--- config.mk ---
export PLATFORM = sky130hd
export DESIGN_NAME = op_stack_sched
export DESIGN_NICKNAME = d
export VERILOG_FILES = /design/src/rtl/cpu_ops_pkg.sv /design/src/rtl/op_lifo.sv /design/src/rtl/op_stack_sched.sv
export SDC_FILE = /design/constraint.sdc
export NUM_CORES = 1
export LEC_CHECK = 0
export BUFFER_PORTS_ARGS = -buffer_cell sky130_fd_sc_hd__buf_2
export CORE_ASPECT_RATIO = 1.1
export CORE_MARGIN = 4
export CORE_UTILIZATION = 55
export CTS_CLUSTER_DIAMETER = 60
export DETAILED_ROUTE_END_ITERATION = 6
export PLACE_DENSITY = 0.74
export REMOVE_ABC_BUFFERS = 1
export SLEW_MARGIN = 20
export SYNTH_ARGS = -nofsm -noshare
export SYNTH_HDL_FRONTEND = slang
export SYNTH_SLANG_ARGS = --single-unit
--- constraint.sdc ---
create_clock -name clk -period 11.9 [get_ports clk]
set_input_delay 1.785 -clock clk [delete_from_list [all_inputs] [get_ports clk]]
set_output_delay 1.785 -clock clk [all_outputs]
set_load 0.005 [all_outputs]
--- src/rtl/cpu_ops_pkg.sv ---
// Shared operator codes, precedence helpers and scheduler state encoding for the
// calculator CPU's infix-to-postfix path.
package cpu_ops_pkg;

  localparam int CO_OK = 0;
  localparam int CO_LP = 1;
  localparam int CO_RP = 2;
  localparam int CO_AD = 3;
  localparam int CO_SB = 4;
  localparam int CO_MU = 5;
  localparam int CO_DI = 6;
  localparam int CO_PS = 7;
  localparam int CO_NS = 8;

  typedef enum logic [2:0] {
    ST_IDLE,
    ST_CMP,
    ST_POP,
    ST_DROP_LP,
    ST_FLUSH,
    ST_DONE,
    ST_ERR
  } sched_state_t;

  // Unknown codes land in the default arm: level 0, binary, never X.
  function automatic logic [1:0] prec_level(input int unsigned code);
    logic [1:0] lvl;
    case (code)
      CO_AD, CO_SB: lvl = 2'd1;
      CO_MU, CO_DI: lvl = 2'd2;
      CO_PS, CO_NS: lvl = 2'd3;
      default:      lvl = 2'd0;
    endcase
    return lvl;
  endfunction

  function automatic logic is_unary(input int unsigned code);
    return (code == CO_PS) || (code == CO_NS);
  endfunction

endpackage

--- src/rtl/op_lifo.sv ---
// Register-based LIFO holding pending operator codes; exposes top of stack and occupancy.
module op_lifo #(
  parameter int DEPTH = 16,
  parameter int W     = 4,
  parameter int CNT_W = $clog2(DEPTH + 1)
) (
  input  logic             clk,
  input  logic             rst_n,
  input  logic             clr,
  input  logic             push,
  input  logic             pop,
  input  logic [W-1:0]     din,
  output logic [W-1:0]     top,
  output logic [CNT_W-1:0] count,
  output logic             empty,
  output logic             full
);

  localparam int IDX_W = (DEPTH > 1) ? $clog2(DEPTH) : 1;

  logic [W-1:0]     mem [DEPTH];
  logic [CNT_W-1:0] cnt;
  logic [IDX_W-1:0] wr_idx;
  logic [IDX_W-1:0] top_idx;

  assign empty   = (cnt == '0);
  assign full    = (cnt == CNT_W'(DEPTH));
  assign wr_idx  = IDX_W'(cnt);
  assign top_idx = IDX_W'(cnt - 1'b1);
  assign top     = empty ? '0 : mem[top_idx];
  assign count   = cnt;

  // NOTE: sequential state is updated with non-blocking assignments so every flop samples pre-edge values.
  always_ff @(posedge clk or negedge rst_n) begin
    if (!rst_n) begin
      cnt <= '0;
    end else if (clr) begin
      cnt <= '0;
    end else if (push && !full) begin
      cnt <= cnt + 1'b1;
    end else if (pop && !empty) begin
      cnt <= cnt - 1'b1;
    end
  end

  // NOTE: the storage array is deliberately not reset; the occupancy count alone decides which entries are live.
  always_ff @(posedge clk) begin
    if (push && !full && !clr) begin
      mem[wr_idx] <= din;
    end
  end

endmodule

--- src/rtl/op_stack_sched.sv ---
// Shunting-yard operator-stack scheduler: stacks incoming operators and emits them in evaluation order.
// Define OPSTK_LEFT_ASSOC_EN to make equal-level binary operators reduce (left-associative).
module op_stack_sched
  import cpu_ops_pkg::*;
#(
  parameter  int CO_N  = 4,
  parameter  int DEPTH = 16,
  localparam int CNT_W = $clog2(DEPTH + 1)
) (
  input  logic             clk,
  input  logic             rst_n,
  input  logic             clr,
  input  logic [CO_N-1:0]  in_op,
  input  logic             in_valid,
  output logic             in_ready,
  output logic [CO_N-1:0]  out_op,
  output logic             out_valid,
  input  logic             out_ready,
  output logic             done,
  output logic             err_overflow,
  output logic             err_paren,
  output logic [CNT_W-1:0] depth
);

`ifdef OPSTK_LEFT_ASSOC_EN
  localparam logic LEFT_ASSOC = 1'b1;
`else
  localparam logic LEFT_ASSOC = 1'b0;
`endif

  sched_state_t    state, state_nxt;
  logic [CO_N-1:0] b_op;
  logic [CO_N-1:0] top_op;
  logic            stk_empty, stk_full;
  logic            push, pop;
  logic            set_ovf, set_par;
  logic            load_b;
  logic [1:0]      lvl_a, lvl_b;
  logic            reduce;

  op_lifo #(
    .DEPTH (DEPTH),
    .W     (CO_N),
    .CNT_W (CNT_W)
  ) u_lifo (
    .clk   (clk),
    .rst_n (rst_n),
    .clr   (clr),
    .push  (push),
    .pop   (pop),
    .din   (b_op),
    .top   (top_op),
    .count (depth),
    .empty (stk_empty),
    .full  (stk_full)
  );

  assign lvl_a  = prec_level(32'(top_op));
  assign lvl_b  = prec_level(32'(b_op));
  // Unary PS/NS never reduce on a tie, which keeps them right-associative in both builds.
  assign reduce = (lvl_a > lvl_b) ||
                  (LEFT_ASSOC && (lvl_a == lvl_b) && !is_unary(32'(b_op)));

  // NOTE: every combinational output gets a default first so no path leaves a latch behind.
  always_comb begin
    state_nxt = state;
    in_ready  = 1'b0;
    out_valid = 1'b0;
    done      = 1'b0;
    push      = 1'b0;
    pop       = 1'b0;
    set_ovf   = 1'b0;
    set_par   = 1'b0;
    load_b    = 1'b0;

    case (state)
      ST_IDLE: begin
        in_ready = rst_n;
        if (in_valid && in_ready) begin
          load_b    = 1'b1;
          state_nxt = ST_CMP;
        end
      end

      ST_CMP: begin
        if (b_op == CO_N'(CO_RP)) begin
          if (stk_empty) begin
            set_par   = 1'b1;
            state_nxt = ST_ERR;
          end else if (top_op == CO_N'(CO_LP)) begin
            state_nxt = ST_DROP_LP;
          end else begin
            state_nxt = ST_POP;
          end
        end else if (b_op == CO_N'(CO_OK)) begin
          state_nxt = ST_FLUSH;
        end else if ((b_op != CO_N'(CO_LP)) && !stk_empty &&
                     (top_op != CO_N'(CO_LP)) && reduce) begin
          state_nxt = ST_POP;
        end else if (stk_full) begin
          set_ovf   = 1'b1;
          state_nxt = ST_ERR;
        end else begin
          push      = 1'b1;
          state_nxt = ST_IDLE;
        end
      end

      ST_POP: begin
        out_valid = 1'b1;
        if (out_ready) begin
          pop       = 1'b1;
          state_nxt = ST_CMP;
        end
      end

      ST_DROP_LP: begin
        pop       = 1'b1;
        state_nxt = ST_IDLE;
      end

      ST_FLUSH: begin
        if (stk_empty) begin
          state_nxt = ST_DONE;
        end else if (top_op == CO_N'(CO_LP)) begin
          set_par   = 1'b1;
          state_nxt = ST_ERR;
        end else begin
          out_valid = 1'b1;
          pop       = out_ready;
        end
      end

      ST_DONE: begin
        done      = 1'b1;
        state_nxt = ST_IDLE;
      end

      ST_ERR:  state_nxt = ST_ERR;

      default: state_nxt = ST_IDLE;
    endcase
  end

  // The stack top is frozen while the execute unit stalls, so out_op stays stable.
  assign out_op = out_valid ? top_op : '0;

  always_ff @(posedge clk or negedge rst_n) begin
    if (!rst_n) begin
      state        <= ST_IDLE;
      b_op         <= '0;
      err_overflow <= 1'b0;
      err_paren    <= 1'b0;
    end else if (clr) begin
      state        <= ST_IDLE;
      b_op         <= '0;
      err_overflow <= 1'b0;
      err_paren    <= 1'b0;
    end else begin
      state <= state_nxt;
      if (load_b) begin
        b_op <= in_op;
      end
      if (set_ovf) begin
        err_overflow <= 1'b1;
      end
      if (set_par) begin
        err_paren <= 1'b1;
      end
    end
  end

endmodule

* Yosys cells after proc, flatten, opt, wreduce, memory -nomap -nowiden
Memories as Yosys holds them, arrays and structs flattened. Cells that the tools add are included.
Cells by class: $add $sub $neg 2, multiply operators 0, divide/modulo/power cells 0, $lt $le $gt $ge 1, equal/unequal tests 26, shift operators 0, muxes and demuxes 53, bitwise gates (word level) 0, reductions and logical operators 24
Operators with widths (number):
- equality test 4 x 3 -> 1 bit (second input constant) | 8
- 2-to-1 mux 1 bit | 30
- 2-to-1 mux 3 bit | 10
- 2-to-1 mux 4 bit | 4
- 2-to-1 mux 5 bit | 3
- case mux 3 bit (5 select lines) | 1
- equality test 4 x 2 -> 1 bit (second input constant) | 3
- case mux 2 bit (3 select lines) | 2
- OR reduction 2 bit | 6
- equality test 3 bit (second input constant) | 3
- equality test 4 bit (second input constant) | 2
- != test 4 x 1 -> 1 bit (second input constant) | 2
- logical AND 1 bit | 7
- equality test 3 x 2 -> 1 bit (second input constant) | 2
- != test 3 bit (second input constant) | 2
- nonzero test 2 bit | 3
- adder 5 x 1 -> 5 bit (second input constant) | 1
- equality test 5 bit (second input constant) | 1
- zero test 5 bit | 1
- subtractor 5 x 1 -> 5 bit (second input constant) | 1
- equality test 4 x 1 -> 1 bit (second input constant) | 1
- zero test 4 bit | 1
- != test 4 x 3 -> 1 bit (second input constant) | 1
- case mux 1 bit (2 select lines) | 2
- other kinds (7) | 9
Storage, ports and cells: register bits 14, bits in latches 0, bits in writable memories 64, bits in read-only memories 0, input bits 9, output and inout bits 14, word-level logic and storage cells 112, memories kept 1
Memories:
- u_lifo.mem | depth 16, width 4, read ports 1, clocked after Yosys merged registers in 0, write ports 1, RTL line op_lifo.sv:21 | logic [W-1:0] mem [DEPTH];

* Depth between registers and ports, before layout
An unclocked memory read counts as a cell.
word-level depth 16, gate-level depth with buffers 19, gate-level depth less buffers 17

* Modules after synthesis
Synthesis repeated with hierarchy kept, for this count alone.
Second synthesis, totals: cells, all modules 279, area total of the unflattened synthesis 3868.7 um^2
Modules (own cells, without submodules):
- op_lifo | instances 1, cells each 186, area an instance 3130.5 um^2, seq. area each 2047.0 um^2
- op_stack_sched | instances 1, cells each 93, area an instance 738.2 um^2, seq. area each 225.2 um^2

* Worst setup path after synthesis
OpenSTA, ideal clock, no wires.
path kind flip-flop to output port, start point reg u_lifo.cnt[0] (netlist: u_lifo.count[0]), end point out out_valid, arrival 2928 ps, required time 10115 ps, setup slack 7187 ps, stages on the path, launching flop included 13, path buffers 2, cells stage by stage dfrtp_1 buf_6 buf_6 inv_1 ha_1 clkinv_1 mux4_2 mux2i_1 nor2b_1 o21ai_4 and4_1 o21bai_1 inv_1
On the way: word-level cells in the longest chain between the ends 7, elaborated cells on any way between the ends 8, those cells by class 1 x add/sub; 1 x eq/ne; 4 x mux; 1 x reduce/logical; 1 x memory
RTL lines:
- start: declaration | RTL line op_lifo.sv:22 | logic [CNT_W-1:0] cnt;
- start signal: assignment | RTL line op_lifo.sv:40 | cnt <= cnt + 1'b1;
- start signal: assignment | RTL line op_lifo.sv:42 | cnt <= cnt - 1'b1;
- subtractor 5 x 1 -> 5 bit | RTL line op_lifo.sv:29 | assign top_idx = IDX_W'(cnt - 1'b1);
- memory (16 x 4 bit)
- 2-to-1 mux 4 bit | RTL line op_lifo.sv:30 | assign top = empty ? '0 : mem[top_idx];
- equality test 4 x 1 -> 1 bit | RTL line op_stack_sched.sv:125 | end else if (top_op == CO_N'(CO_LP)) begin
- 2-to-1 mux 1 bit | RTL line op_stack_sched.sv:125
- 2-to-1 mux 1 bit * | RTL line op_stack_sched.sv:123 | if (stk_empty) begin
- case mux 1 bit (2 select lines) * | RTL line op_stack_sched.sv:76 | case (state)
- end: declaration | RTL line op_stack_sched.sv:17 | output logic out_valid,
Every way passes the cells marked *; elsewhere a longest branch is shown, timed or not.

* Worst setup path after layout
start point reg u_lifo.cnt[0] (netlist: u_lifo.count[0]), end point out out_op[1]
On the way: word-level cells in the longest chain between the ends 8, elaborated cells on any way between the ends 9, those cells by class 1 x add/sub; 1 x eq/ne; 5 x mux; 1 x reduce/logical; 1 x memory
RTL lines:
- subtractor 5 x 1 -> 5 bit | RTL line op_lifo.sv:29
- memory (16 x 4 bit)
- 2-to-1 mux 4 bit | RTL line op_lifo.sv:30
- equality test 4 x 1 -> 1 bit | RTL line op_stack_sched.sv:125
- 2-to-1 mux 1 bit | RTL line op_stack_sched.sv:125
- 2-to-1 mux 1 bit | RTL line op_stack_sched.sv:123
- case mux 1 bit (2 select lines) | RTL line op_stack_sched.sv:76
- 2-to-1 mux 4 bit * | RTL line op_stack_sched.sv:146 | assign out_op = out_valid ? top_op : '0;
- end: declaration | RTL line op_stack_sched.sv:16 | output logic [CO_N-1:0] out_op,
Marked as above.

==> impl_results.md <==
* Top cells by area, synth: edfxtp_1, mux4_2, dfrtp_1
* Setup crit start kind: register
* Initial DRC count at 317
* Post-synth top area cell: edfxtp_1
* First-pass GRT wire length at 12.44 mm
* Setup tns final at 0 ns
* Max VDD drop at 0.09364 mV
* Buffers on Ports at 22
* Sequential Power Share at 46.5%
* Int Pwr at 0.4627 mW
* Setup slack, reg-to-reg at 6.00 ns
* CTS tree: done
* Register bit total from synthesis at 78
* Achievable clock frequency at 158.6 MHz
* Vias in the first global route at 2285
* CP Max Fanout at 21
* CTS resizes at 0
* Req. time, crit path at 10.12 ns
* Overflow left after global routing at 0
* Worst skew pair latency at 0.35 ns
* Register area share after synthesis at 60.21%
* Post-DP HPWL at 5.386 mm
* Initial antenna violation count at 0
* Worst path max stage delay at 0.75 ns
* Number of remaining DRC errors at 0
* Slew headroom at 47.51%
* Mapped Area at 3774 um^2
* Setup CP Type: register to output pin
* Routability cong. at 0.8917
* Outcome: complete, no violations
* Pin count of the biggest net entering global routing at 25
* Clock power frac at 30.6%
* Layout cells sized above 1 at 21.36%
* Clock Pin Slew Worst Setup and Hold Paths at 0.09 ns
* WL per Instance at 19.67 um
* Antenna-violating nets left at 0
* Synthesized area per cell at 13.48 um^2
* Ports at 23
* Core area at 6633 um^2
* Logic pwr share at 22.9%
* Layout Nets at 320
* Leakage Power at 1.491 nW
* Top FF cell, synth: edfxtp_1
* Max-Cap Viols at 0
* # Post-CTS Setup Buffers at 0
* Clock Skew at 0.009181 ns
* Final wirelength at 7.692 mm
* Router iterations before antenna repair at 5
* CTS sink count at 78
* CTS buffer count at 9
* Starting Density at 56.89%
* Min-Delay Path Class: register to register
* Ys async rst share at 17.95%
* Crit path buffers/inverters at 3
* Psw at 0.2012 mW
* Post-synth top area share at 50.93%
* Die H at 94.88 um
* Final Max Slew Viols at 0
* Number of synthesized flops with an enable pin at 64
* Synth warn at 0
* Power per standard cell area at 160.3 nW/um^2
* Synthesis-to-finish area growth at 9.748%
* Sw frac at 30.30%
* Cell variety after synth at 52
* Detailed-route via count at 2420
* RSZ-0062 raised after global routing: no
* Final design utilization at 62.44%
* Root Buffer: clkbuf_8
* CP endpoint kind: output pin
* Delay-heaviest family, CP: buffers and inverters
* Actual slew at the worst max-slew pin at 0.7873 ns
* Final Hold Vio Count at 0
* Final Setup Violations at 0
* Vias/cell at 6.189
* N_diodes at 0
* Slowest stage cell, crit path: dfrtp_2
* Die width at 86.98 um
* Die ar. at 8252 um^2
* Worst path cell trace: inv_1 -> ha_1 -> clkinv_1 -> mux4_2 -> mux2i_1 -> nor2b_1 -> o21ai_4 -> and4_1 -> o21bai_1 -> nor2_1 -> buf_2
* CP arrival at 4.52 ns
* Cells after synthesis at 280
* Cts hold-fix bufs at 0
* Clock H-tree levels at 3
* Global-route usage over all layers at 20.70%
* Final period util at 53.00%
* Min Tclk post-route at 6.307 ns
* Max Buffers Root-to-Sink at 2
* Row Count at 31
==> flip-flops by register name, indices dropped and copies added (netlist names) <==
name          flops
err_overflow      1
state             3
u_lifo.count      5
u_lifo.mem       64
b_op              4
err_paren         1
==> Yosys cell counts, drive strengths merged, types with 4 or more instances <==
library cell   n
clkbuf         6
dfrtp         14
a31oi          4
mux2i          9
nor2b          5
edfxtp        64
nor2          33
a21oi         14
inv            8
mux4          16
nand2         21
nand2b         4
nand3         14
nor3          12
ha             7
o21ai          6
==> worst register-to-register path, delay by kind of cell, from the launching register on <==
kind,cells,cell delay (ns)
flops,1,0.75
fa+ha+maj,2,1.02
buf+inv,2,0.75
compound gates,4,0.83
mux,3,1.00
simple gates,5,1.20
==> final timing paths <==
path,cells past startpoint,start,end
min in group asynchronous,1,rst_n,b_op[0]$_DFFE_PN0P_
hold reg to reg,2,err_overflow$_DFFE_PN0P_,err_overflow$_DFFE_PN0P_
setup reg to reg,16,u_lifo.count[0]$_DFFE_PN0P_,u_lifo.mem[3][3]$_DFFE_PP_
setup / recovery,11,u_lifo.count[0]$_DFFE_PN0P_,out_op[1]
hold / removal,2,err_overflow$_DFFE_PN0P_,err_overflow$_DFFE_PN0P_
max in group asynchronous,1,rst_n,u_lifo.count[0]$_DFFE_PN0P_
==> routing by layer <==
metal  vias to the layer above  track usage, %  share of wire, %
li1                       1120               -                 -
met1                      1211           28.73                44
met2                        76           32.28                49
met3                        13           3.839               4.5
met4                         0           8.442               1.8
met5                         -               0                 0
==> cell usage in the layout, fill, tap and decap left out, types with 2 or more instances in the layout <==
| cell | instances |
|---|---|
| nand2_1 | 21 |
| mux2i_1 | 9 |
| nor3b_1 | 3 |
| a31o_2 | 2 |
| a21oi_1 | 13 |
| o21ai_0 | 5 |
| a2111oi_0 | 2 |
| nor3_1 | 12 |
| edfxtp_1 | 64 |
| nand2b_1 | 4 |
| mux2_2 | 2 |
| clkbuf_8 | 9 |
| and3_1 | 2 |
| a31oi_1 | 3 |
| inv_1 | 8 |
| mux4_2 | 16 |
| and2_1 | 2 |
| inv_6 | 3 |
| nand3b_1 | 3 |
| ha_1 | 7 |
| nor2_1 | 33 |
| buf_2 | 22 |
| nand3_1 | 14 |
| dfrtp_1 | 13 |
| nor2b_1 | 5 |
==> stage by stage <==
step,instance area (um^2),worst slack (ns),hold WS (ns),instances,power [mW]
after floorplan,3724,6.517,0.4993,271,0.4263
after global placement,3936,5.671,0.4920,375,0.4623
after detailed placement,3936,5.491,0.4990,375,0.4666
after CTS,4140,5.081,0.5155,391,0.6673
after global routing,4141,5.201,0.5296,391,0.6997
final,4141,5.593,0.5119,391,0.6639
==> kinds of logic after synthesis <==
group	count (synthesis)	synth area share, %
muxes	27	12.53
xor gates and xnor gates	3	1.393
DFF	78	60.21
adders and majority gates	7	2.321
buffers and inverters	18	2.221
and+or+nand+nor	107	13.73
AOI/OAI and AO/OA	40	7.594
==> power by group through the flow <==
stage	clock (mW)	sequential [mW]	combinational [mW]
3_5_place_dp	0	0.315	0.152
5_1_grt	0.220	0.310	0.170
6_report	0.203	0.309	0.152
4_1_cts	0.206	0.309	0.153
3_3_place_gp	0	0.314	0.148
2_1_floorplan	0	0.311	0.115
==> area by class of cell <==
| type | count | area, um^2 |
|---|---|---|
| fillers | 485 | 2491 |
| clock buffers | 9 | 123.9 |
| inverters | 9 | 33.78 |
| flip-flops and latches | 78 | 2273 |
| repair buffers | 22 | 110.1 |
| clock inverters | 7 | 80.08 |
| multi-input cells | 184 | 1418 |
| well taps | 82 | 102.6 |
No activity file was read; power rests on OpenSTA's default activity.
